[src/rtl/snap_ram_writer_if.sv]
// SDRAM write-port bus between the snapshot RAM writer (master) and the SDRAM controller (slave).
// mem_req is a level held until the one-cycle mem_ack completion pulse.
interface snap_ram_writer_if #(
    parameter int AW = 25
) ();
    logic [AW-1:0] mem_addr;
    logic [7:0]    mem_din;
    logic          mem_req;
    logic          mem_ack;

    modport master (
        output mem_addr,
        output mem_din,
        output mem_req,
        input  mem_ack
    );

    modport slave (
        input  mem_addr,
        input  mem_din,
        input  mem_req,
        output mem_ack
    );
endinterface

[src/rtl/snap_ram_writer.sv]
// Write buffer between the snapshot loader and the shared SDRAM write port: queues byte writes
// in a small FIFO, drains them in order over req/ack, and paces the loader via ram_ready.
module snap_ram_writer #(
    parameter int DEPTH = 4,
    parameter int AW    = 25
) (
    input  logic              clk_sys,
    input  logic              reset,
    input  logic [AW-1:0]     in_addr,
    input  logic [7:0]        in_data,
    input  logic              in_wr,
    output logic              ram_ready,
    snap_ram_writer_if.master mem,
    output logic              busy,
    output logic              overflow
);
    localparam int PW = $clog2(DEPTH);
    localparam logic [PW:0]   CNT_FULL = (PW+1)'(DEPTH);
    localparam logic [PW:0]   CNT_RDY  = (PW+1)'(DEPTH - 2);
    localparam logic [PW:0]   CNT_ONE  = (PW+1)'(1);
    localparam logic [PW-1:0] PTR_ONE  = PW'(1);

    typedef enum logic [1:0] {
        IDLE,
        REQ,
        GAP
    } state_t;

    state_t        state;
    logic [AW-1:0] addr_q [DEPTH];
    logic [7:0]    data_q [DEPTH];
    logic [PW-1:0] wptr;
    logic [PW-1:0] rptr;
    logic [PW:0]   count;
    logic [PW:0]   next_count;
    logic          push;
    logic          pop;

    // A pop in the same cycle frees a slot, so a write into a full FIFO is still accepted then.
    always_comb begin
        pop        = (state == REQ) && mem.mem_ack;
        push       = in_wr && ((count != CNT_FULL) || pop);
        next_count = count;
        if (push && !pop) begin
            next_count = count + CNT_ONE;
        end else if (pop && !push) begin
            next_count = count - CNT_ONE;
        end
    end

    // The head is copied into mem_addr/mem_din when issued, so overwriting its slot is safe.
    always_ff @(posedge clk_sys) begin
        if (push) begin
            addr_q[wptr] <= in_addr;
            data_q[wptr] <= in_data;
        end
    end

    always_ff @(posedge clk_sys) begin
        if (reset) begin
            state        <= IDLE;
            wptr         <= '0;
            rptr         <= '0;
            count        <= '0;
            ram_ready    <= 1'b1;
            busy         <= 1'b0;
            overflow     <= 1'b0;
            mem.mem_req  <= 1'b0;
            mem.mem_addr <= '0;
            mem.mem_din  <= '0;
        end else begin
            count     <= next_count;
            ram_ready <= (next_count <= CNT_RDY);
            if (push) begin
                wptr <= wptr + PTR_ONE;
            end
            if (pop) begin
                rptr <= rptr + PTR_ONE;
            end
            if (in_wr && !push) begin
                overflow <= 1'b1;
            end

            // GAP holds mem_req low for one edge, then issues exactly like IDLE.
            case (state)
                IDLE, GAP: begin
                    if (count != '0) begin
                        mem.mem_addr <= addr_q[rptr];
                        mem.mem_din  <= data_q[rptr];
                        mem.mem_req  <= 1'b1;
                        state        <= REQ;
                        busy         <= 1'b1;
                    end else begin
                        state <= IDLE;
                        busy  <= (next_count != '0);
                    end
                end
                REQ: begin
                    busy <= 1'b1;
                    if (mem.mem_ack) begin
                        mem.mem_req <= 1'b0;
                        state       <= GAP;
                    end
                end
                default: begin
                    mem.mem_req <= 1'b0;
                    state       <= IDLE;
                    busy        <= (next_count != '0);
                end
            endcase
        end
    end
endmodule

[src/flat_wrapper.sv]
// flat-port wrapper written by rule: the top's interface ports become plain ports
module snap_ram_writer_flat 
#(
    parameter int DEPTH = 4,
    parameter int AW    = 25
)
  (clk_sys, reset, in_addr, in_data, in_wr, ram_ready, busy, overflow, mem_mem_addr, mem_mem_din, mem_mem_req, mem_mem_ack);
  snap_ram_writer_if #(.AW(AW)) mem_i ();
  input  logic clk_sys;
  input  logic reset;
  input  logic [AW-1:0] in_addr;
  input  logic [7:0] in_data;
  input  logic in_wr;
  output logic ram_ready;
  output logic busy;
  output logic overflow;
  output wire logic [$bits(mem_i.mem_addr)-1:0] mem_mem_addr;
  output wire logic [$bits(mem_i.mem_din)-1:0] mem_mem_din;
  output wire logic [$bits(mem_i.mem_req)-1:0] mem_mem_req;
  input wire logic [$bits(mem_i.mem_ack)-1:0] mem_mem_ack;
  assign mem_mem_addr = mem_i.mem_addr;
  assign mem_mem_din = mem_i.mem_din;
  assign mem_mem_req = mem_i.mem_req;
  assign mem_i.mem_ack = mem_mem_ack;
  snap_ram_writer #(.DEPTH(DEPTH), .AW(AW)) u_core (.clk_sys(clk_sys), .reset(reset), .in_addr(in_addr), .in_data(in_data), .in_wr(in_wr), .ram_ready(ram_ready), .mem(mem_i), .busy(busy), .overflow(overflow));
endmodule
[config.mk]
export PLATFORM = sky130hd
export DESIGN_NAME = snap_ram_writer_flat
export DESIGN_NICKNAME = d
export VERILOG_FILES = /design/src/rtl/snap_ram_writer_if.sv /design/src/rtl/snap_ram_writer.sv /design/src/flat_wrapper.sv
export SDC_FILE = /design/constraint.sdc
export NUM_CORES = 1
export LEC_CHECK = 0
export ABC_AREA = 1
export ABC_CLOCK_PERIOD_IN_PS = 3700
export CAP_MARGIN = 20
export CORE_MARGIN = 5
export CORE_UTILIZATION = 30
export CTS_CLUSTER_DIAMETER = 200
export CTS_CLUSTER_SIZE = 40
export DETAILED_ROUTE_END_ITERATION = 8
export PLACE_DENSITY = 0.47
export SLEW_MARGIN = 0
export SYNTH_ARGS = -nofsm -noshare
export SYNTH_HDL_FRONTEND = slang
export SYNTH_SLANG_ARGS = --single-unit
[constraint.sdc]
create_clock -name clk_sys -period 3.7 [get_ports clk_sys]
set_input_delay 0.555 -clock clk_sys [delete_from_list [all_inputs] [get_ports clk_sys]]
set_output_delay 0.555 -clock clk_sys [all_outputs]
set_load 0.1 [all_outputs]
==> results.txt, run 1 <==
Initial antenna violation count -> 0
Async set or reset register ratio after synthesis -> 0
Synth area leaders -> edfxtp_1, dfxtp_1, nor2_1, o21ai_0, o22ai_1
Yosys warns -> 0
Starting DRT DRC Count -> 326
Worst-margin pin slew -> 992 ps
# DRC -> 0
Cell family with most CP delay -> simple AND/OR/NAND/NOR gates
Post-route cell area -> 8500 sq um
Post-layout nets -> 701
Most common cell in the netlist -> nor2_1
VDD IR-drop max -> 0.237 mV
Critical path cell sequence -> clkdlybuf4s50_1, nand3_2, nand3_1, nand2_1, nor2_4, buf_4
Startpoint Class -> primary input
Status -> completed
CP required -> 3830 ps
Total core area -> 22600 sq um
Post-synth top area share -> 0.579
Average wire per standard cell -> 16.4 um
Post-synthesis adder-cell area fraction -> 0.0128
Synthesized area per cell -> 11.7 sq um
TritonCTS Buffers -> 17
Sequential cell area -> 4890 sq um
Crit path DAT -> 2680 ps
Power per standard cell area -> 648 nW/um^2
HPWL after detailed placement -> 9530 um
Worst slew margin -> 0.337
Rows -> 55
Mux contribution to synthesized area -> 0
Gr usage total -> 0.124
Synthesized cell area -> 6850 sq um
Grt peak-use layer -> met2
EDFF count, synth -> 132
Synth Area in Compound Gates -> 0.116
Worst-case clock skew -> 15.8 ps
Clock sinks -> 178
Vias in the first global route -> 4493
Diodes inserted -> 0
Die H -> 161 um
Simple-Gate Fraction of Synth Area -> 0.100
Fillers -> 2181
Synthesized netlist net count -> 629
Clk pin slew, worst setup/hold paths -> 70 ps
Total grt overflow -> 0
WP buf/inv -> 2
Pins over their slew limit -> 0
Met2 Use GR -> 0.203
Primary FF master, synth -> edfxtp_1
Min cycle time layout -> 2550 ps
Cells on Worst Hold Path -> 1
Post-synth top area cell -> edfxtp_1
DR vias -> 4363
Die ar. -> 26000 sq um
Reg2Reg Setup Slack -> 1340 ps
Worst Hold Endpoint -> u_core.overflow
Worst path max stage delay -> 640 ps
Area growth syn-to-layout -> 24.1%
Net Switching -> 1.86 mW
CP Class -> primary input to register
Sw Ratio -> 0.339
Worst hold path type -> register to register
Num ports -> 74
Post-CTS Setup Repair Bufs -> 0
Crit Reg-Reg Startpoint -> u_core.count[0]
PortBufs -> 73
Crit-path slowest cell -> nor2_4
Critical Path End Type -> register
Largest net degree at the start of global routing -> 69
H-tree Lvls -> 4
CP max FO -> 19
Root Driver -> clkbuf_16
Seq pwr share -> 0.431
Final Cycle Share -> 0.690
Mapped Cells -> 585
Worst R2R End -> u_core.addr_q[3][23]
Initial Util -> 0.303
Setup violations, final -> 0
M1 GR Usage -> 0.158
RSZ-0062 raised after global routing -> no
Distinct cell type count after synthesis -> 30
Seq cells post-synth -> 178
Total Neg Setup Slack -> 0 ps
DRT Pass-1 Iters -> 4
Vias/cell -> 4.57
Die W -> 161 um
Internal power -> 3.64 mW
Combinational power share -> 0.239
Post-DP Area -> 7850 sq um
Drt total wl -> 15700 um
Seq/Total Area, Yosys -> 0.713
Final Hold Viols -> 0
Clk Latency, worst-skew pair -> 430 ps
Max Clk Rate -> 0.392 GHz
Hold wc startpoint -> u_core.overflow
Max-cap violations -> 0
Worst reg-to-reg path cell count -> 6
First-pass GRT wire length -> 24900 um
Largest family of logic cells by synthesized area -> compound AO/OA/AOI/OAI gates
Clock Path Buffers -> 2
Share of layout cells above drive strength 1 -> 0.0940
Most frequent cells after synthesis -> nor2_1, edfxtp_1, o21ai_0, inv_1, dfxtp_1
Final ANT Viol Nets -> 0
Post-CTS sizing -> 0
Clock power frac -> 0.330
Multi-input logic area -> 1620 sq um
Gpl congestion -> 0.742
M3 GR Usage -> 0.0332
Post-synthesis xor/xnor area fraction -> 0.00256
Pleak -> 3.15 nW
Hold_buf cts -> 0
CTS tree -> done
==> logic make-up (layout without fill, tap and decap cells) <==
logic type / after synthesis / in the layout
AOI/OAI and AO/OA: 147 / 147
buffers and inverters: 84 / 169
DFF: 178 / 178
and+or+nand+nor: 167 / 167
xor gates and xnor gates: 2 / 2
adders and majority gates: 7 / 7
==> worst reg2reg max path: cells and delay by family (launching register included) <==
family        cells  cell delay [ps]
flops             1              360
buf+inv           2              380
fa+ha+maj         1              260
simple gates      3             1070
==> layout make-up <==
| cell class | instances | share of cell area |
|---|---|---|
| flip-flops and latches | 178 | 0.575 |
| clock inverters | 15 | 0.0206 |
| well taps | 285 | 0.0419 |
| repair buffers | 84 | 0.0989 |
| multi-input cells | 323 | 0.190 |
| clock buffers | 17 | 0.0500 |
| inverters | 53 | 0.0237 |
==> metrics by stage <==
step	power [mW]	setup slack (ps)	std cells	hold slack [ps]	utilization
final	5.51	1150	955	498	0.377
after global routing	5.76	992	955	551	0.377
after CTS	5.58	1100	953	516	0.375
after detailed placement	3.75	645	921	500	0.348
after global placement	3.74	736	921	475	0.348
after floorplan	3.41	941	585	490	-
==> metal layers <==
metal  wire length (um)  up-vias  share of wire
met5                  0        -              0
li1                   -     2163              -
met2               7660       89           0.49
met4                140        0         0.0089
met1               7270     2102           0.46
met3                593        9          0.038
==> sequential cells by signal, summed over array words and instances (netlist names) <==
| register | flops |
|---|---|
| u_core.ram_ready | 1 |
| u_core.mem.mem_req | 1 |
| u_core.busy | 1 |
| u_core.state | 2 |
| u_core.rptr | 2 |
| u_core.addr_q | 100 |
| u_core.mem.mem_din | 8 |
| u_core.count | 3 |
| u_core.data_q | 32 |
| u_core.overflow | 1 |
| u_core.wptr | 2 |
| u_core.mem.mem_addr | 25 |
==> power by group through the flow <==
stage | registers, mW | logic [mW] | clock network [mW]
3_3_place_gp | 2.42 | 1.32 | 0
2_1_floorplan | 3.01 | 0.402 | 0
6_report | 2.38 | 1.31 | 1.82
5_1_grt | 2.39 | 1.41 | 1.96
3_5_place_dp | 2.42 | 1.33 | 0
4_1_cts | 2.38 | 1.33 | 1.87
==> worst max path at each step <==
stage | from | endpoint | slack, ps | depth (start not counted)
2_1_floorplan | mem_mem_ack | u_core.addr_q[0][0] | 940 | 4
3_5_place_dp | mem_mem_ack | u_core.addr_q[3][16] | 650 | 6
6_report | mem_mem_ack | u_core.addr_q[3][23] | 1150 | 6
3_3_place_gp | mem_mem_ack | u_core.addr_q[3][24] | 740 | 6
4_1_cts | mem_mem_ack | u_core.addr_q[3][15] | 1100 | 6
5_1_grt | mem_mem_ack | u_core.addr_q[3][15] | 990 | 6
==> cells in the final DEF (no fill, tap or decap), types with 3 or more instances in the layout <==
| cell type | Yosys | final |
|---|---|---|
| inv_1 | 48 | 48 |
| nor2_4 | 1 | 5 |
| inv_8 | 0 | 3 |
| nor2_1 | 142 | 138 |
| nand3_1 | 3 | 3 |
| clkdlybuf4s50_1 | 0 | 72 |
| o21ai_1 | 31 | 31 |
| clkbuf_16 | 0 | 17 |
| o22ai_1 | 33 | 33 |
| inv_6 | 0 | 3 |
| nand3_2 | 3 | 3 |
| o21ai_0 | 73 | 73 |
| ha_1 | 7 | 7 |
| buf_4 | 1 | 9 |
| edfxtp_1 | 132 | 132 |
| nand2_1 | 11 | 11 |
| inv_2 | 4 | 4 |
| clkinv_4 | 0 | 5 |
| a21oi_1 | 7 | 7 |
| dfxtp_1 | 46 | 45 |
(Power assumes the default switching activity.)
==> inputs of run 2 (changes only) <==
--- a/config.mk
+++ b/config.mk
@@ -6,14 +6,14 @@
 export NUM_CORES = 1
 export LEC_CHECK = 0
 export ABC_AREA = 1
-export ABC_CLOCK_PERIOD_IN_PS = 3700
+export ABC_CLOCK_PERIOD_IN_PS = 2300
 export CAP_MARGIN = 20
 export CORE_MARGIN = 5
 export CORE_UTILIZATION = 30
 export CTS_CLUSTER_DIAMETER = 200
 export CTS_CLUSTER_SIZE = 40
 export DETAILED_ROUTE_END_ITERATION = 8
-export PLACE_DENSITY = 0.47
+export PLACE_DENSITY = 0.48
 export SLEW_MARGIN = 0
 export SYNTH_ARGS = -nofsm -noshare
 export SYNTH_HDL_FRONTEND = slang
==> constraint.sdc (replaced) <==
create_clock -name clk_sys -period 2.3 [get_ports clk_sys]
set_input_delay 0.345 -clock clk_sys [delete_from_list [all_inputs] [get_ports clk_sys]]
set_output_delay 0.345 -clock clk_sys [all_outputs]
set_load 0.1 [all_outputs]
==> run 2 against run 1 <==
Clock power grew 63%; critical path depth unchanged; highest routed layer unchanged; largest power group unchanged; setup slack got worse by 620 ps; flip-flop and latch count unchanged; combinational power increased by 60%.
==> results.txt, run 2 (synthesis gave the netlist of run 1 again) <==
Status -> completed
# DRC -> 0 (unchanged)
Worst slew margin -> 0.556 (+0.220)
Max-cap violations -> 0 (unchanged)
Sequential cell area -> 4890 sq um (unchanged)
Clk pin slew, worst setup/hold paths -> 70 ps (about the same)
RSZ-0062 raised after global routing -> no
Post-route cell area -> 8500 sq um (about the same)
Largest net degree at the start of global routing -> 67 (-2.9%)
Rows -> 55 (unchanged)
Initial Util -> 0.303 (unchanged)
Critical Path End Type -> register
First-pass GRT wire length -> 24400 um (-2.1%)
Die W -> 161 um (unchanged)
Post-DP Area -> 7900 sq um (+0.57%)
Clock Path Buffers -> 2 (unchanged)
Max reg flops -> 100 (unchanged)
CP Class -> register to register
Total Neg Setup Slack -> 0 ps (unchanged)
Initial antenna violation count -> 0 (unchanged)
Worst R2R End -> u_core.mem.mem_addr[7]
Commonest non-fill, non-tap cell in the layout -> nor2_1
Gr usage total -> 0.122 (-0.00175)
Most frequent cells in the layout -> nor2_1, edfxtp_1, o21ai_0, buf_4, inv_1
VDD IR-drop max -> 0.405 mV (+71%)
Most flops, register -> u_core.addr_q
Total grt overflow -> 0 (unchanged)
Drt total wl -> 15300 um (-2.4%)
Final ANT Viol Nets -> 0 (unchanged)
Die H -> 161 um (unchanged)
Worst hold path type -> primary input to register
CP required -> 2620 ps (-1210 ps)
Area growth syn-to-layout -> 24.1% (about the same)
Power consumption -> 8.88 mW (+61%)
Crit Reg-Reg Startpoint -> u_core.count[0]
Clk Latency, worst-skew pair -> 430 ps (about the same)
Worst-case clock skew -> 12.4 ps (-3.40 ps)
Min cycle time layout -> 1770 ps
Share of layout cells above drive strength 1 -> 0.161 (+0.0667)
Fillers -> 2152 (-1.3%)
Max Clk Rate -> 0.565 GHz
Top flop regs -> u_core.addr_q: 100 flops, u_core.data_q: 32 flops, u_core.mem.mem_addr: 25 flops
CTS tree -> done
Starting DRT DRC Count -> 312 (-4.3%)
Num ports -> 74 (unchanged)
Final std cells w/o fill -> 963 (+0.84%)
Pleak -> 3.26 nW (+3.4%)
Final Hold Viols -> 0 (unchanged)
Post-CTS Setup Repair Bufs -> 0 (unchanged)
Vias in the first global route -> 4447 (-1.0%)
Setup violations, final -> 0 (unchanged)
DRT Pass-1 Iters -> 4 (unchanged)
Crit path to -> u_core.mem.mem_addr[7]
Total core area -> 22600 sq um (unchanged)
CP max FO -> 34 (+15)
TritonCTS Buffers -> 17 (unchanged)
Multi-input logic area -> 1620 sq um (unchanged)
Clock sinks -> 178 (unchanged)
Vias/cell -> 4.52 (-1.0%)
Final Cycle Share -> 0.769
Reg2Reg Setup Slack -> 530 ps (-810 ps)
Startpoint Class -> register
Diodes inserted -> 0 (unchanged)
Die ar. -> 26000 sq um (unchanged)
Root Driver -> clkbuf_16
H-tree Lvls -> 4 (unchanged)
CP startpoint -> u_core.count[0]
Gpl congestion -> 0.720 (-3.0%)
Placed cell count -> 931 (+1.1%)
Post-layout nets -> 709 (+1.1%)
Worst reg-to-reg path cell count -> 6 (unchanged)
Worst-margin pin slew -> 665 ps (-327 ps)
Power per standard cell area -> 1040 nW/um^2 (+61%)
Post-CTS sizing -> 0 (unchanged)
PortBufs -> 73 (unchanged)
Average wire per standard cell -> 15.9 um (-3.2%)
Pins over their slew limit -> 0 (unchanged)
Hold_buf cts -> 0 (unchanged)
HPWL after detailed placement -> 9550 um (+0.29%)
Crit path DAT -> 2090 ps (-590 ps)
DR vias -> 4355 (-0.18%)
-- run 2: changes by cell type in the layout (fill, tap and decap cells not counted), sizes merged --
cell	previous run	this run
buf	12	57
inv	59	61
clkinv	6	3
clkbuf	17	18
clkdlybuf4s50	72	35
-- run 2: power breakdown --
part	switching [mW]	total (mW)	internal (mW)
sequential	0.111	3.83	3.72
clock	1.29	2.96	1.67
combinational	1.61	2.10	0.490
total	3.01	8.88	5.88
-- run 2: area by class of cell --
| class | count | area share |
|---|---|---|
| timing repair buffer | 92 | 0.0986 |
| multi-input combinational | 323 | 0.190 |
| sequential | 178 | 0.575 |
| inverter | 53 | 0.0237 |
| clock buffer | 18 | 0.0516 |
| clock inverter | 14 | 0.0196 |
| tap | 285 | 0.0419 |
-- run 2: per-stage QoR --
| stage | hold slack (ps) | setup slack (ps) | util |
|---|---|---|---|
| floorplan | 444 | -431 | - |
| global placement | 496 | 291 | 0.350 |
| detailed placement | 496 | 278 | 0.350 |
| CTS | 395 | 476 | 0.377 |
| global route | 464 | 357 | 0.377 |
| finish | 401 | 530 | 0.377 |
-- run 2: worst min-delay path by stage --
stage	start	to	slack (ps)	depth (start not counted)
3_3_place_gp	u_core.overflow	u_core.overflow	500	1
2_1_floorplan	in_addr[0]	u_core.addr_q[0][0]	440	0
3_5_place_dp	u_core.overflow	u_core.overflow	500	1
5_1_grt	reset	u_core.state[0]	460	2
4_1_cts	reset	u_core.state[0]	390	2
6_report	reset	u_core.state[0]	400	2
-- run 2: routing by layer --
| metal | part of all wire | track usage |
|---|---|---|
| met5 | 0 | 0 |
| met1 | 0.46 | 0.165 |
| met2 | 0.47 | 0.193 |
| met4 | 0.0092 | 0.0361 |
| met3 | 0.053 | 0.0324 |
-- run 2: worst max-delay path, cell delays in order (launching register included) --
cell and delay (ps):
dfxtp_1 350, inv_1 80, ha_1 250, a21oi_4 420
inv_4 280, o21ai_0 230, inv_1 50
